[src/rtl/seg_scan_decoder.sv]
// Receive-side decoder for an 8-digit multiplexed 7-segment scan bus: filters, decodes, reassembles a 32-bit word.
// Optional macro SEG_DP_CAPTURE_EN adds Dp_Out with per-digit decimal-point capture.
module seg_scan_decoder #(
  parameter int STABLE_CYCLES = 4,
  parameter int CNT_W         = 8
) (
  input  logic        Clk,
  input  logic        Reset,
  input  logic [7:0]  Sel,
  input  logic [7:0]  DisPlay,
  output logic [31:0] Data_Out,
  output logic        Data_Valid,
  output logic        Seg_Err,
`ifdef SEG_DP_CAPTURE_EN
  output logic [7:0]  Dp_Out,
`endif
  output logic [7:0]  Digit_Seen
);

  localparam logic [CNT_W-1:0] STAB = CNT_W'(STABLE_CYCLES);

  function automatic logic one_zero(input logic [7:0] v);
    logic [3:0] n;
    n = '0;
    for (int i = 0; i < 8; i++) n = n + {3'b000, ~v[i]};
    return (n == 4'd1);
  endfunction

  // Returns {match, nibble}; dp (bit 7) is not part of the pattern.
  function automatic logic [4:0] seg_decode(input logic [6:0] p);
    logic [4:0] r;
    case (p)
      7'h40:   r = 5'h10;
      7'h79:   r = 5'h11;
      7'h24:   r = 5'h12;
      7'h30:   r = 5'h13;
      7'h19:   r = 5'h14;
      7'h12:   r = 5'h15;
      7'h02:   r = 5'h16;
      7'h78:   r = 5'h17;
      7'h00:   r = 5'h18;
      7'h10:   r = 5'h19;
      7'h08:   r = 5'h1A;
      7'h03:   r = 5'h1B;
      7'h46:   r = 5'h1C;
      7'h21:   r = 5'h1D;
      7'h06:   r = 5'h1E;
      7'h0E:   r = 5'h1F;
      default: r = 5'h00;
    endcase
    return r;
  endfunction

  logic [7:0]       sel_q, seg_q, seg_in;
  logic [CNT_W-1:0] cnt_q, cnt_d;
  logic             acc_q, acc_d;
  logic [31:0]      shadow_q, shadow_d, dout_q, dout_d;
  logic [7:0]       seen_q, seen_d;
  logic             done_q, done_d;
  logic             valid_q, err_q, err_d;
  logic             same, sel_ok, cap;
  logic [4:0]       dec;
`ifdef SEG_DP_CAPTURE_EN
  logic [7:0]       dp_shadow_q, dp_shadow_d, dp_out_q, dp_out_d;

  assign seg_in = DisPlay;
`else
  // dp is forced inactive so it never disturbs the stability filter
  assign seg_in = {DisPlay[7] | 1'b1, DisPlay[6:0]};
`endif

  always_comb begin
    same = ({Sel, seg_in} == {sel_q, seg_q});
    if (!same)              cnt_d = CNT_W'(1);
    else if (cnt_q == STAB) cnt_d = cnt_q;
    else                    cnt_d = cnt_q + 1'b1;
    acc_d = same && (cnt_q == STAB - 1'b1);

    sel_ok = acc_q && one_zero(sel_q);
    dec    = seg_decode(seg_q[6:0]);
    cap    = sel_ok && dec[4];
    err_d  = sel_ok && !dec[4];

    shadow_d = shadow_q;
    for (int i = 0; i < 8; i++)
      if (cap && !sel_q[i]) shadow_d[4*i +: 4] = dec[3:0];

    // A capture coinciding with the frame clear starts the next frame
    seen_d = done_q ? 8'h00 : seen_q;
    if (cap) seen_d = seen_d | ~sel_q;
    done_d = cap && (&seen_d);
    dout_d = done_q ? shadow_q : dout_q;
`ifdef SEG_DP_CAPTURE_EN
    dp_shadow_d = dp_shadow_q;
    for (int i = 0; i < 8; i++)
      if (cap && !sel_q[i]) dp_shadow_d[i] = ~seg_q[7];
    dp_out_d = done_q ? dp_shadow_q : dp_out_q;
`endif
  end

  always_ff @(posedge Clk) begin
    if (Reset) begin
      sel_q    <= 8'hFF;
      seg_q    <= 8'hFF;
      cnt_q    <= '0;
      acc_q    <= 1'b0;
      shadow_q <= '0;
      seen_q   <= '0;
      done_q   <= 1'b0;
      dout_q   <= '0;
      valid_q  <= 1'b0;
      err_q    <= 1'b0;
`ifdef SEG_DP_CAPTURE_EN
      dp_shadow_q <= '0;
      dp_out_q    <= '0;
`endif
    end else begin
      sel_q    <= Sel;
      seg_q    <= seg_in;
      cnt_q    <= cnt_d;
      acc_q    <= acc_d;
      shadow_q <= shadow_d;
      seen_q   <= seen_d;
      done_q   <= done_d;
      dout_q   <= dout_d;
      valid_q  <= done_q;
      err_q    <= err_d;
`ifdef SEG_DP_CAPTURE_EN
      dp_shadow_q <= dp_shadow_d;
      dp_out_q    <= dp_out_d;
`endif
    end
  end

  assign Data_Out   = dout_q;
  assign Data_Valid = valid_q;
  assign Seg_Err    = err_q;
  assign Digit_Seen = seen_q;
`ifdef SEG_DP_CAPTURE_EN
  assign Dp_Out     = dp_out_q;
`endif

endmodule
[config.mk]
export PLATFORM = sky130hd
export DESIGN_NAME = seg_scan_decoder
export DESIGN_NICKNAME = d
export VERILOG_FILES = /design/src/rtl/seg_scan_decoder.sv
export SDC_FILE = /design/constraint.sdc
export NUM_CORES = 1
export LEC_CHECK = 0
export CAP_MARGIN = 5
export CORE_ASPECT_RATIO = 1.5
export CORE_UTILIZATION = 50
export CTS_BUF_LIST = sky130_fd_sc_hd__clkbuf_8
export CTS_CLUSTER_SIZE = 12
export DETAILED_ROUTE_END_ITERATION = 10
export HOLD_SLACK_MARGIN = 0.08
export PLACE_DENSITY_LB_ADDON = 0.12
export SYNTH_ARGS = -nofsm -noshare
export SYNTH_HDL_FRONTEND = slang
export SYNTH_SLANG_ARGS = --single-unit
[constraint.sdc]
create_clock -name Clk -period 3.7 [get_ports Clk]
set_clock_uncertainty 0.05 [all_clocks]
set_input_delay 1.11 -clock Clk [delete_from_list [all_inputs] [get_ports Clk]]
set_output_delay 1.11 -clock Clk [all_outputs]
set_load 0.05 [all_outputs]
==> results of run 1 <==
registers in the layout, indices dropped and copies added, names as in the netlist:
name and count:
Data_Out 32, Data_Valid 1, Digit_Seen 8, Seg_Err 1, acc_q 1, cnt_q 8, done_q 1, seg_q 7
sel_q 8, shadow_q 32
synthesized netlist by cell type (2+ instances only):
master     number  share of area, %
a2111oi_2       2              0.69
a21o_1          2              0.35
a21oi_1        12               1.4
a311o_1         8               1.9
a311oi_1        8               1.6
and3_1          3              0.43
buf_1           3              0.26
buf_2           8              0.93
clkbuf_1       14               1.2
dfxtp_1        99                46
fa_1            4               1.9
ha_1            5               1.4
inv_1          17               1.5
mux2i_1        58                13
nand2_1        31               2.7
nand2b_1       11               1.6
nand3_1        10               1.2
nand3b_1        5              0.87
nand4_1         3              0.43
nor2_1         45               3.9
nor2b_1         2              0.29
nor4_1          6              0.87
o21ai_0         3              0.35
o221a_1         8               2.1
o22ai_1         5              0.72
or2_2          16               2.3
or3b_1          2              0.40
or4_1           2              0.35
or4b_1          2              0.46
xnor2_1        18               3.6
xor2_1          5               1.0
layout make-up:
type / instances / area share (%)
clock buffer: 13 / 3.36
clock inverter: 3 / 0.376
inverter: 18 / 1.27
multi-input combinational: 294 / 41.9
sequential: 99 / 37.3
tap: 107 / 2.52
timing repair buffer: 74 / 13.3
per-layer routing:
metal	GRT usage [%]	share of wire [%]	vias to the layer above
met5	0	0	-
met4	10.9	2.3	0
met3	3.39	3.9	16
met2	40.5	51	80
met1	28.7	43	1615
li1	-	-	1657
placed cells by master, fill, tap and decap left out, types with 8 or more instances in the layout:
cell type / n
mux2i_1: 58
clkbuf_8: 13
buf_4: 13
a21oi_1: 10
xnor2_1: 18
nor2_1: 45
nand3_1: 10
or2_2: 16
nand2_1: 31
inv_1: 17
clkdlybuf4s50_1: 57
dfxtp_1: 97
o221a_1: 8
nand2b_1: 11
critical path, cell delays in order (launching register included):
cell,delay [ps]
dfxtp_2,340
fa_1,540
inv_1,50
fa_1,450
fa_1,510
ha_2,190
inv_2,40
fa_2,360
a2111oi_4,240
o2111ai_2,200
buf_6,180
a311o_1,370
mux2i_1,150
where the power goes:
| group | total, mW | switching [mW] | internal [mW] |
|---|---|---|---|
| clock network | 0.686 | 0.368 | 0.319 |
| logic | 0.143 | 0.0739 | 0.0695 |
| registers | 1.10 | 0.0237 | 1.07 |
| total | 1.93 | 0.465 | 1.46 |
kinds of logic (layout without fill, tap and decap cells):
kind of cell / after synthesis / in the layout
adder cells (fa/ha/maj): 9 / 9
AND/OR/NAND/NOR: 145 / 145
buffers and inverters: 44 / 108
multiplexers: 58 / 58
flip-flops: 99 / 99
AO/OA/AOI/OAI: 59 / 59
XOR/XNOR: 23 / 23
stage by stage:
| stage | total power [mW] | setup slack [ps] |
|---|---|---|
| after floorplan | 1.20 | 6.70 |
| after global placement | 1.25 | -79.3 |
| after detailed placement | 1.25 | -116 |
| after CTS | 1.94 | -74.8 |
| after global routing | 2.00 | -243 |
| final | 1.93 | -111 |
what timing repair did:
action / 4_1_cts / 5_1_grt
buffers inserted: 2 / 1
pin swaps: 1 / 8
gates resized for setup: 6 / 12
hold buffers: 0 / 0
cloned: 1 / 0
setup endpoints to repair: 40 / 40
path summary, 6_finish.rpt:
kind / from / end / slack, ps / depth (start not counted)
worst max register to register: sel_q[0] / shadow_q[24] / -110 / 12
worst min register to register: shadow_q[25] / shadow_q[25] / 420 / 2
worst min-delay path: shadow_q[25] / shadow_q[25] / 420 / 2
worst max-delay path: sel_q[0] / shadow_q[24] / -110 / 12
==> flow_summary.ini, run 1 <==
[status]
status = complete, but fails checks
violations = negative setup slack

[global_route]
track_usage_pct = 23.4
grt_overflow = 0
grt_pass1_wl_um = 16100
antenna_found_initial = 0
grt_start_max_net_pins = 43
grt_pass1_vias = 3185

[route]
drc = 0
ant_nets = 0
wl_um = 9940
wl_per_cell_um = 16.4
dr.pass1.iters = 4
vias_per_cell = 5.54
vias = 3368
initialDrtViolationCount = 187

[finish]
layout-drive-gt1-share_pct = 14.0
final_cell_area_um2 = 5320
insertedDiodeCount = 0
final_nets = 523
post-route-util_pct = 63.2
final_cell_count_no_fill = 608
regArea_um2 = 1980
n_fill_cell = 733
multiInputGateArea_um2 = 2230
syn_to_final_growth_pct = 23.0

[critical_path]
crit_fanout = 6
start_kind = flip-flop
crit_arrival_ps = 3990
crit_type = reg2reg
crit_required_ps = 3880
cp-end-kind = flip-flop

[clock_tree]
root_buffer = clkbuf_8
clock_latency_ps = 370
cts_tree = built
clock_sinks = 99
clockBufferDepth = 2
htreeDepth = 3
cts_buffers = 9
clkTransAtPathRegs_ps = 90

[floorplan]
coreArea_um2 = 8410
die_h_um = 116
pin_count = 60
die-width_um = 78.0
rows = 41
fp.dieArea_um2 = 9040
initial_core_util_pct = 51.4

[sta]
hold_viol_final = 0
setup_ws_ps = -111
hold_ws_ps = 416
setup_tns_ps = -2700
fmax_mhz = 262
drv_slew = 0
worst_pin_slew_ps = 1170
finalCritPeriodShare_pct = 103
setup_viol = 40
maxSlewHeadroom_pct = 21.7
post-route-min-period_ps = 3810
rsz0062_at_grt = yes

[synthesis]
async_flop_share_pct = 0
ys_types = 51
synth_edf_count = 0
synth_top_family_by_area = simple AND/OR/NAND/NOR gates
synth_fa_ha_area_share_pct = 3.30
yosys.area_share.simple_pct = 17.2
synthMuxAreaShare_pct = 13.4
yosysSeqAreaShare_pct = 45.8
synth_compound_area_share_pct = 11.4
synth_ff_type = dfxtp_1
yosys_warnings = 0
synth_xor_area_share_pct = 4.66
syn_nets = 464
synth_seq_cells = 99
syn_area_per_cell_um2 = 9.90
synthesis.area_um2 = 4330
syn-instance-count = 437

[hold_path]
hp-class = reg2reg

[pwr]
power_density_nw_per_um2 = 362
p_leak_nw = 1.98
ir_drop_v = 0.000279

[placement]
dp_hpwl_um = 6590
placedCellCount = 588
numPortBuffers = 58
gp_congestion = 0.810
place_area_um2 = 5020

[flow_run]
cap_violations = 0
Note: power is estimated with default switching activity, not from simulation.
==> run 2, diff against run 1 <==
Settings changed: CORE_MARGIN set to 1.
==> results of run 2 <==
Same layout as run 1: the final DEF is identical, and so are final timing and power.
